===== src/rtl/gpio_pkg.sv =====
// Shared widths and the arm-state encoding for the GPIO event path.
package gpio_pkg;

  localparam int unsigned GPIO_DW          = 8;
  localparam int unsigned GPIO_DB_CW       = 8;
  localparam int unsigned GPIO_SYNC_STAGES = 2;

  typedef enum logic {
    PRIME = 1'b0,
    ARMED = 1'b1
  } arm_state_t;

endpackage


===== src/rtl/gpio_debounce_bit.sv =====
// One GPIO bit: pad synchronizer, debounce counter, filtered level flop and
// registered edge-event pulse.
module gpio_debounce_bit
  import gpio_pkg::*;
#(
  parameter int unsigned SYNC_STAGES = GPIO_SYNC_STAGES,
  parameter int unsigned DB_CW       = GPIO_DB_CW
) (
  input  logic             clk,
  input  logic             rst,
  input  logic             gpio,
  input  logic             rise_en,
  input  logic             fall_en,
  input  logic             db_en,
  input  logic [DB_CW-1:0] db_limit,
  input  logic             armed,
  output logic             status,
  output logic             level
);

  logic [SYNC_STAGES-1:0] sync_q;
  logic                   synced;
  logic [DB_CW-1:0]       limit_eff;
  logic [DB_CW-1:0]       cnt_q;
  logic [DB_CW-1:0]       cnt_nxt;
  logic                   filt_q;
  logic                   filt_nxt;
  logic                   status_q;
  logic                   status_nxt;

  // Pad synchronizer chain; the raw pad feeds the first flop directly.
  always_ff @(posedge clk) begin
    if (rst) begin
      sync_q <= '0;
    end else begin
      sync_q <= {sync_q[SYNC_STAGES-2:0], gpio};
    end
  end

  assign synced = sync_q[SYNC_STAGES-1];

  // Debounce disabled is simply a zero stability limit.
  assign limit_eff = db_en ? db_limit : '0;

  // Next filtered level, counter and event pulse.
  always_comb begin
    cnt_nxt    = '0;
    filt_nxt   = filt_q;
    status_nxt = 1'b0;
    if (!armed) begin
      filt_nxt = synced;
    end else if (synced == filt_q) begin
      cnt_nxt = '0;
    end else if (cnt_q >= limit_eff) begin
      filt_nxt = synced;
      cnt_nxt  = '0;
    end else if (cnt_q != '1) begin
      cnt_nxt = cnt_q + DB_CW'(1);
    end else begin
      cnt_nxt = cnt_q;
    end
    status_nxt = armed & ((rise_en & filt_nxt & ~filt_q) |
                          (fall_en & ~filt_nxt & filt_q));
  end

  // Filter state and event register.
  always_ff @(posedge clk) begin
    if (rst) begin
      cnt_q    <= '0;
      filt_q   <= 1'b0;
      status_q <= 1'b0;
    end else begin
      cnt_q    <= cnt_nxt;
      filt_q   <= filt_nxt;
      status_q <= status_nxt;
    end
  end

  assign status = status_q;
  assign level  = filt_q;

endmodule


===== src/rtl/gpio_event_gen.sv =====
// GPIO event generator: per-bit synchronize/debounce/edge-detect with a
// post-reset priming phase that suppresses spurious events.
module gpio_event_gen
  import gpio_pkg::*;
#(
  parameter int unsigned DW          = GPIO_DW,
  parameter int unsigned SYNC_STAGES = GPIO_SYNC_STAGES,
  parameter int unsigned DB_CW       = GPIO_DB_CW
) (
  input  logic             clk,
  input  logic             rst,
  input  logic [DW-1:0]    gpio_i,
  input  logic [DW-1:0]    rise_en_i,
  input  logic [DW-1:0]    fall_en_i,
  input  logic [DW-1:0]    db_en_i,
  input  logic [DB_CW-1:0] db_limit_i,
  output logic [DW-1:0]    status_o,
  output logic [DW-1:0]    level_o,
  output logic             armed_o
);

  localparam int unsigned       CNT_W    = $clog2(SYNC_STAGES + 2);
  localparam logic [CNT_W-1:0]  ARM_LAST = CNT_W'(SYNC_STAGES);

  arm_state_t       state_q;
  arm_state_t       state_nxt;
  logic [CNT_W-1:0] arm_cnt_q;
  logic [CNT_W-1:0] arm_cnt_nxt;
  logic             armed;

  // Arm FSM state and priming counter.
  always_ff @(posedge clk) begin
    if (rst) begin
      state_q   <= PRIME;
      arm_cnt_q <= '0;
    end else begin
      state_q   <= state_nxt;
      arm_cnt_q <= arm_cnt_nxt;
    end
  end

  // Stay in PRIME for SYNC_STAGES+1 cycles so the filter flops pick up the
  // settled pad level before any edge can be reported.
  always_comb begin
    state_nxt   = state_q;
    arm_cnt_nxt = arm_cnt_q;
    unique case (state_q)
      PRIME: begin
        if (arm_cnt_q == ARM_LAST) begin
          state_nxt = ARMED;
        end else begin
          arm_cnt_nxt = arm_cnt_q + CNT_W'(1);
        end
      end
      ARMED: begin
        state_nxt = ARMED;
      end
      default: begin
        state_nxt   = PRIME;
        arm_cnt_nxt = '0;
      end
    endcase
  end

  assign armed   = (state_q == ARMED);
  assign armed_o = armed;

  for (genvar i = 0; i < DW; i++) begin : g_bit
    gpio_debounce_bit #(
      .SYNC_STAGES (SYNC_STAGES),
      .DB_CW       (DB_CW)
    ) u_bit (
      .clk      (clk),
      .rst      (rst),
      .gpio     (gpio_i[i]),
      .rise_en  (rise_en_i[i]),
      .fall_en  (fall_en_i[i]),
      .db_en    (db_en_i[i]),
      .db_limit (db_limit_i),
      .armed    (armed),
      .status   (status_o[i]),
      .level    (level_o[i])
    );
  end

endmodule


===== config.mk =====
export PLATFORM = sky130hd
export DESIGN_NAME = gpio_event_gen
export DESIGN_NICKNAME = d
export VERILOG_FILES = /design/src/rtl/gpio_pkg.sv /design/src/rtl/gpio_debounce_bit.sv /design/src/rtl/gpio_event_gen.sv
export SDC_FILE = /design/constraint.sdc
export NUM_CORES = 1
export LEC_CHECK = 0
export CORE_ASPECT_RATIO = 0.7
export CORE_MARGIN = 4
export CORE_UTILIZATION = 60
export CTS_BUF_LIST = sky130_fd_sc_hd__clkbuf_4
export CTS_CLUSTER_DIAMETER = 50
export DETAILED_ROUTE_END_ITERATION = 10
export PLACE_DENSITY = 0.81
export SLEW_MARGIN = 0
export SYNTH_ARGS = -nofsm -noshare
export SYNTH_HDL_FRONTEND = slang
export SYNTH_SLANG_ARGS = --single-unit

===== constraint.sdc =====
create_clock -name clk -period 3 [get_ports clk]
set_input_delay 0.75 -clock clk [delete_from_list [all_inputs] [get_ports clk]]
set_output_delay 0.75 -clock clk [all_outputs]
set_load 0.03 [all_outputs]

==> results.cfg, run 1 <==
[status]
status = completed

[timing]
final-hold-violation-count = 0
slew_viol_final = 0
fmax_mhz = 362
setup_violations = 0
fin_hold_ws_ns = 0.457
fin_crit_ns = 2.76
rsz0062_at_grt = false
skew_ns = 0.0168
fin_crit_sh_pct = 92.1
worst_pin_slew_ns = 0.575
relSlewSlack_pct = 61.7

[logic_synthesis]
synth_edf_count = 0
synth.net_count = 814
synth_top_family_by_area = simple AND/OR/NAND/NOR gates
yosys.area.top_type = dfxtp_1
synth.mux.area_fraction_pct = 3.33
async_reset_ff_share_pct = 0
synth.yosys.warnings = 0
syn_avg_cell_area_um2 = 8.60
yosys_register_bits = 99
synthAdderAreaFrac_pct = 15.2
synth-main-ff-cell = dfxtp_1
yosys-top-cells-area = dfxtp_1, ha_1, nor2_1
synthCells = 699
yosysSeqAreaShare_pct = 33.0
synth-xor-area-share_pct = 5.25
syn_area_um2 = 6010
synthSimpleGateAreaFrac_pct = 29.0
synth_compound_gate_area_share_pct = 9.45
synth_cell_types = 38
yosysTopAreaCellShare_pct = 33.0

[setup_path]
critPathLaunchType = input pin
reg2reg_from = g_bit[2].u_bit.cnt_q[5]
crit_type = input pin to register
startpoint = db_en_i[2]
critPathCaptureType = register
r2r_cells = 5
cp-endpoint = g_bit[2].u_bit.cnt_q[6]
worstPathArrival_ns = 3.17
r2r_slack_ns = 0.88
worstPathMaxFanout = 8
r2r-end = g_bit[2].u_bit.cnt_q[6]
cp.required_ns = 3.40

[place]
dpl.hpwl_mm = 10.8
port_buffers = 58
gp_congestion = 0.880
placed_area_um2 = 6740

[floorplanning]
core_um2 = 9720
rows = 30
dieArea_um2 = 11700
io_pins = 59
die_y_um = 91.7
initial_core_util_pct = 61.8
die_w_um = 128

[cts]
cts_sinks = 99
cts_made_buffers = 9
cts_tree = yes
ctsResizeCount = 0
ctsHtreeMaxLevel = 3
clk_pin_slew_worst_paths_ns = 0.16
cts_buffer_depth = 2
clockRootBuffer = clkbuf_4
clock_latency_ns = 0.46
post_cts_buffers = 0
cts-hold-fix-buffers = 0

[finish]
fillCellCount = 748
antenna_cells = 0
layout_common_cells = dfxtp_1, nor2_1, nand2_1, ha_1, clkdlybuf4s50_1
final_common_cell = dfxtp_1
postLayoutCoreUtil_pct = 70.6
final_nets = 862
syn2layout_area_growth_pct = 14.3
drive_above_1_share_pct = 6.92
final_cell_area_um2 = 6870

[detailed_routing]
drc = 0
drt-total-wl_mm = 14.1
wl_per_cell_um = 16.1
vias = 5072
drt-initial-drc-count = 192
first_pass_iters = 6
via_per_inst = 5.77
detail-route-antenna-nets = 0

[global_routing]
grt-ovfl-total = 0
antenna_found_initial = 0
grt_pass1_vias = 4968
grt_max_degree = 19
grt_pass1_wl_mm = 23.6
grt_usage_pct = 24.6

[power]
combPwrFrac_pct = 18.9
clockPowerShare_pct = 27.1
p_leak_nw = 2.69
p_sw_mw = 0.713
power.density_nw_per_um2 = 371
seq_power_share_pct = 54.0
internal-power_mw = 1.84
ir_drop_mv = 0.249
switching_share_pct = 28.0

[run]
maxCapViolCount = 0

[worst_hold_path]
hold_path.class = register to register
## worst max-delay path, stage by stage
cell and delay [ns]:
clkdlybuf4s50_1 0.65, nand2_1 0.11, ha_1 0.32, and3_1 0.21
a221oi_1 0.49, o2111ai_2 0.36, nor3_2 0.26
## power groups by stage
stage | clock network (mW) | logic, mW | registers [mW]
after floorplan | 0 | 0.285 | 1.41
after CTS | 0.718 | 0.476 | 1.38
after global routing | 0.764 | 0.523 | 1.38
after global placement | 0 | 0.457 | 1.40
final | 0.691 | 0.481 | 1.38
after detailed placement | 0 | 0.474 | 1.40
## registers in the layout, summed over array words and instances (netlist names)
name	count
g_bit.u_bit.cnt_q	64
armed_o	1
g_bit.u_bit.sync_q	16
g_bit.u_bit.level	8
arm_cnt_q	2
g_bit.u_bit.status	8
## metal layers
metal | vias up | GRT usage, % | part of all wire, %
met5 | - | 0 | 0
li1 | 2519 | - | -
met3 | 27 | 6.00 | 5.3
met1 | 2414 | 31.7 | 46
met4 | 0 | 6.89 | 1.5
met2 | 112 | 41.2 | 47
## cells in the mapped netlist (9+ instances only)
master / number
clkbuf_1: 22
a211oi_1: 13
a31oi_1: 12
xnor2_1: 24
dfxtp_1: 99
nor3b_1: 10
mux2i_1: 20
nand2b_1: 14
nand2_1: 77
and3_1: 20
ha_1: 73
nand3_1: 30
nor2_1: 88
o21ai_0: 15
inv_1: 17
buf_4: 17
xor2_1: 12
nand4_1: 10
nor2b_1: 39
nor3_1: 18
and2_1: 9
## worst min-delay path by stage
stage	startpoint	end	slack, ns	depth (start not counted)
finish	g_bit[0].u_bit.sync_q[0]	g_bit[0].u_bit.sync_q[1]	0.46	1
CTS	g_bit[0].u_bit.sync_q[0]	g_bit[0].u_bit.sync_q[1]	0.46	1
global route	g_bit[5].u_bit.sync_q[0]	g_bit[5].u_bit.sync_q[1]	0.47	1
floorplan	g_bit[0].u_bit.sync_q[0]	g_bit[0].u_bit.sync_q[1]	0.41	1
global placement	g_bit[3].u_bit.sync_q[0]	g_bit[3].u_bit.sync_q[1]	0.42	1
detailed placement	g_bit[0].u_bit.sync_q[0]	g_bit[0].u_bit.sync_q[1]	0.43	1
## metrics by stage
stage,worst slack (ns),TNS (ns),power (mW),std cells
3_5_place_dp,-0.145,-1.11,1.88,864
2_1_floorplan,0.516,0,1.69,699
5_1_grt,0.201,0,2.67,879
3_3_place_gp,-0.0187,-0.0295,1.86,864
6_report,0.238,0,2.55,879
4_1_cts,0.347,0,2.57,879
## layout make-up
type / instances / area, um2 / share of cell area [%]
Clock buffer: 10 / 75.1 / 1.09
Inverter: 17 / 63.8 / 0.929
Multi-Input combinational cell: 542 / 3740 / 54.4
Timing Repair Buffer: 78 / 793 / 11.6
Clock inverter: 5 / 55.1 / 0.802
Tap cell: 128 / 160 / 2.33
Sequential cell: 99 / 1980 / 28.9
## logic make-up after synthesis
logic type,Yosys count
compound gates,72
xor+xnor,36
fa+ha+maj,73
buf+inv,58
flops,99
mux,20
simple gates,341
(Power assumes the default switching activity.)
==> run 2: changes to the inputs <==
--- a/config.mk
+++ b/config.mk
@@ -11,6 +11,7 @@
 export CTS_BUF_LIST = sky130_fd_sc_hd__clkbuf_4
 export CTS_CLUSTER_DIAMETER = 50
 export DETAILED_ROUTE_END_ITERATION = 10
+export GPL_TIMING_DRIVEN = 0
 export PLACE_DENSITY = 0.81
 export SLEW_MARGIN = 0
 export SYNTH_ARGS = -nofsm -noshare
==> run 2 against run 1 <==
Register-to-register slack improved by 0.10 ns; clock power increased by 0.9%; die area unchanged; critical path depth increased by 1; final cell count increased by 0.80%; sequential power about the same; wire length decreased by 1.3%; utilization decreased by 1.4 points.
==> results.cfg, run 2 (synthesis gave the netlist of run 1 again) <==
[setup_path]
critPathCaptureType = register
path_cells = clkdlybuf4s50_1, and2_1, ha_1, a31oi_1, nor2b_1, o311ai_2, o2111ai_2, nor3_2
crit_type = input pin to register
startpoint = db_limit_i[0]
cp_slowest_cell = clkdlybuf4s50_1
slowest_delay_ns = 0.65
critPathLaunchType = input pin
cp.required_ns = 3.40
worstPathMaxFanout = 8
reg2reg_from = g_bit[6].u_bit.cnt_q[1]
worstPathArrival_ns = 3.10

[power]
switching_share_pct = 28.5
power.density_nw_per_um2 = 374
seq_power_share_pct = 54.8
p_sw_mw = 0.716
p_leak_nw = 2.64
combPwrFrac_pct = 17.5
ir_drop_mv = 0.380
clockPowerShare_pct = 27.7
internal-power_mw = 1.80

[worst_hold_path]
hold_path.class = register to register
hold_start = g_bit[1].u_bit.sync_q[0]

[finish]
finalNonFillerCells = 886
top_regs = g_bit.u_bit.cnt_q x64, g_bit.u_bit.sync_q x16
final_common_cell = dfxtp_1
drive_above_1_share_pct = 6.33
top_register = g_bit.u_bit.cnt_q
final_nets = 868
fillCellCount = 788
largest_reg_flops = 64
final_cell_area_um2 = 6730
layout_common_cells = dfxtp_1, nor2_1, nand2_1, ha_1, clkdlybuf4s50_1
syn2layout_area_growth_pct = 12.0
antenna_cells = 0

[cts]
clock_latency_ns = 0.46
cts_sinks = 99
cts-hold-fix-buffers = 0
clk_pin_slew_worst_paths_ns = 0.14
cts_tree = yes
clockRootBuffer = clkbuf_4
post_cts_buffers = 0
cts_made_buffers = 9
ctsHtreeMaxLevel = 3
ctsResizeCount = 0
cts_buffer_depth = 2

[floorplanning]
die_y_um = 91.7
initial_core_util_pct = 61.8
dieArea_um2 = 11700
rows = 30
core_um2 = 9720
io_pins = 59
die_w_um = 128

[timing]
final-hold-violation-count = 0
setup_violations = 0
slew_viol_final = 0
relSlewSlack_pct = 46.3
fin_crit_sh_pct = 89.9
skew_ns = 0.0113
rsz0062_at_grt = false
fin_crit_ns = 2.70
fmax_mhz = 371
worst_pin_slew_ns = 0.805

[place]
dp.cells = 870
placed_area_um2 = 6600
port_buffers = 43
gp_congestion = 0.897
dpl.hpwl_mm = 10.6

[detailed_routing]
drc = 0
vias = 5127
wl_per_cell_um = 15.8
drt-initial-drc-count = 377
detail-route-antenna-nets = 0
drt-total-wl_mm = 14.0
via_per_inst = 5.79
first_pass_iters = 5

[global_routing]
grt_pass1_vias = 5052
grt_max_degree = 16
grt_usage_pct = 24.9
grt_pass1_wl_mm = 23.8
grt-ovfl-total = 0
antenna_found_initial = 0

[status]
status = completed

[run]
maxCapViolCount = 0
-- run 2: changes by cell type in the layout (fill, tap and decap cells not counted) --
cell             delta
buf_4               +2
clkinv_2            -2
buf_6               +1
clkbuf_1           +22
clkinv_1            +3
buf_12              -5
buf_1               +1
clkdlybuf4s50_1    -15
-- run 2: final timing paths --
| kind | end | slack [ns] | cells past startpoint |
|---|---|---|---|
| worst max-delay path | g_bit[6].u_bit.cnt_q[6] | 0.30 | 8 |
| worst min register to register | g_bit[1].u_bit.sync_q[1] | 0.45 | 1 |
| worst min-delay path | g_bit[1].u_bit.sync_q[1] | 0.45 | 1 |
| worst max register to register | g_bit[6].u_bit.cnt_q[6] | 0.98 | 6 |
-- run 2: through the flow --
| stage | setup TNS [ns] | worst slack [ns] | hold WS, ns | utilization, % | power (mW) |
|---|---|---|---|---|---|
| 2_1_floorplan | 0 | 0.516 | 0.414 | - | 1.69 |
| 3_3_place_gp | -0.324 | -0.0528 | 0.418 | 67.9 | 1.82 |
| 3_5_place_dp | -1.56 | -0.147 | 0.426 | 67.9 | 1.84 |
| 4_1_cts | 0 | 0.335 | 0.458 | 69.2 | 2.53 |
| 5_1_grt | 0 | 0.106 | 0.473 | 69.2 | 2.63 |
| 6_report | 0 | 0.302 | 0.455 | 69.2 | 2.51 |
-- run 2: power groups by stage --
stage,sequential [mW],clock [mW],combinational [mW]
2_1_floorplan,1.41,0,0.285
3_3_place_gp,1.40,0,0.418
3_5_place_dp,1.41,0,0.438
4_1_cts,1.38,0.712,0.440
5_1_grt,1.38,0.761,0.484
6_report,1.38,0.697,0.440
-- run 2: critical path: cells and delay by family --
family	cells	cell delay, ns
fa+ha+maj	1	0.30
buf+inv	1	0.65
compound gates	3	0.79
simple gates	3	0.60
-- run 2: cell type report --
type / count / area (um2) / share of cell area (%)
multi-input combinational: 542 / 3740 / 55.5
buffer: 41 / 225 / 3.35
timing repair buffer: 43 / 430 / 6.40
inverter: 17 / 63.8 / 0.948
clock buffer: 10 / 75.1 / 1.12
tap: 128 / 160 / 2.38
clock inverter: 6 / 56.3 / 0.837
sequential: 99 / 1980 / 29.4
-- run 2: layer usage --
layer  routed length [um]  global-route usage, %
met5                    0                      0
met4                  147                   6.10
met3                  894                   6.23
met2                 6560                   40.7
met1                 6350                   33.0
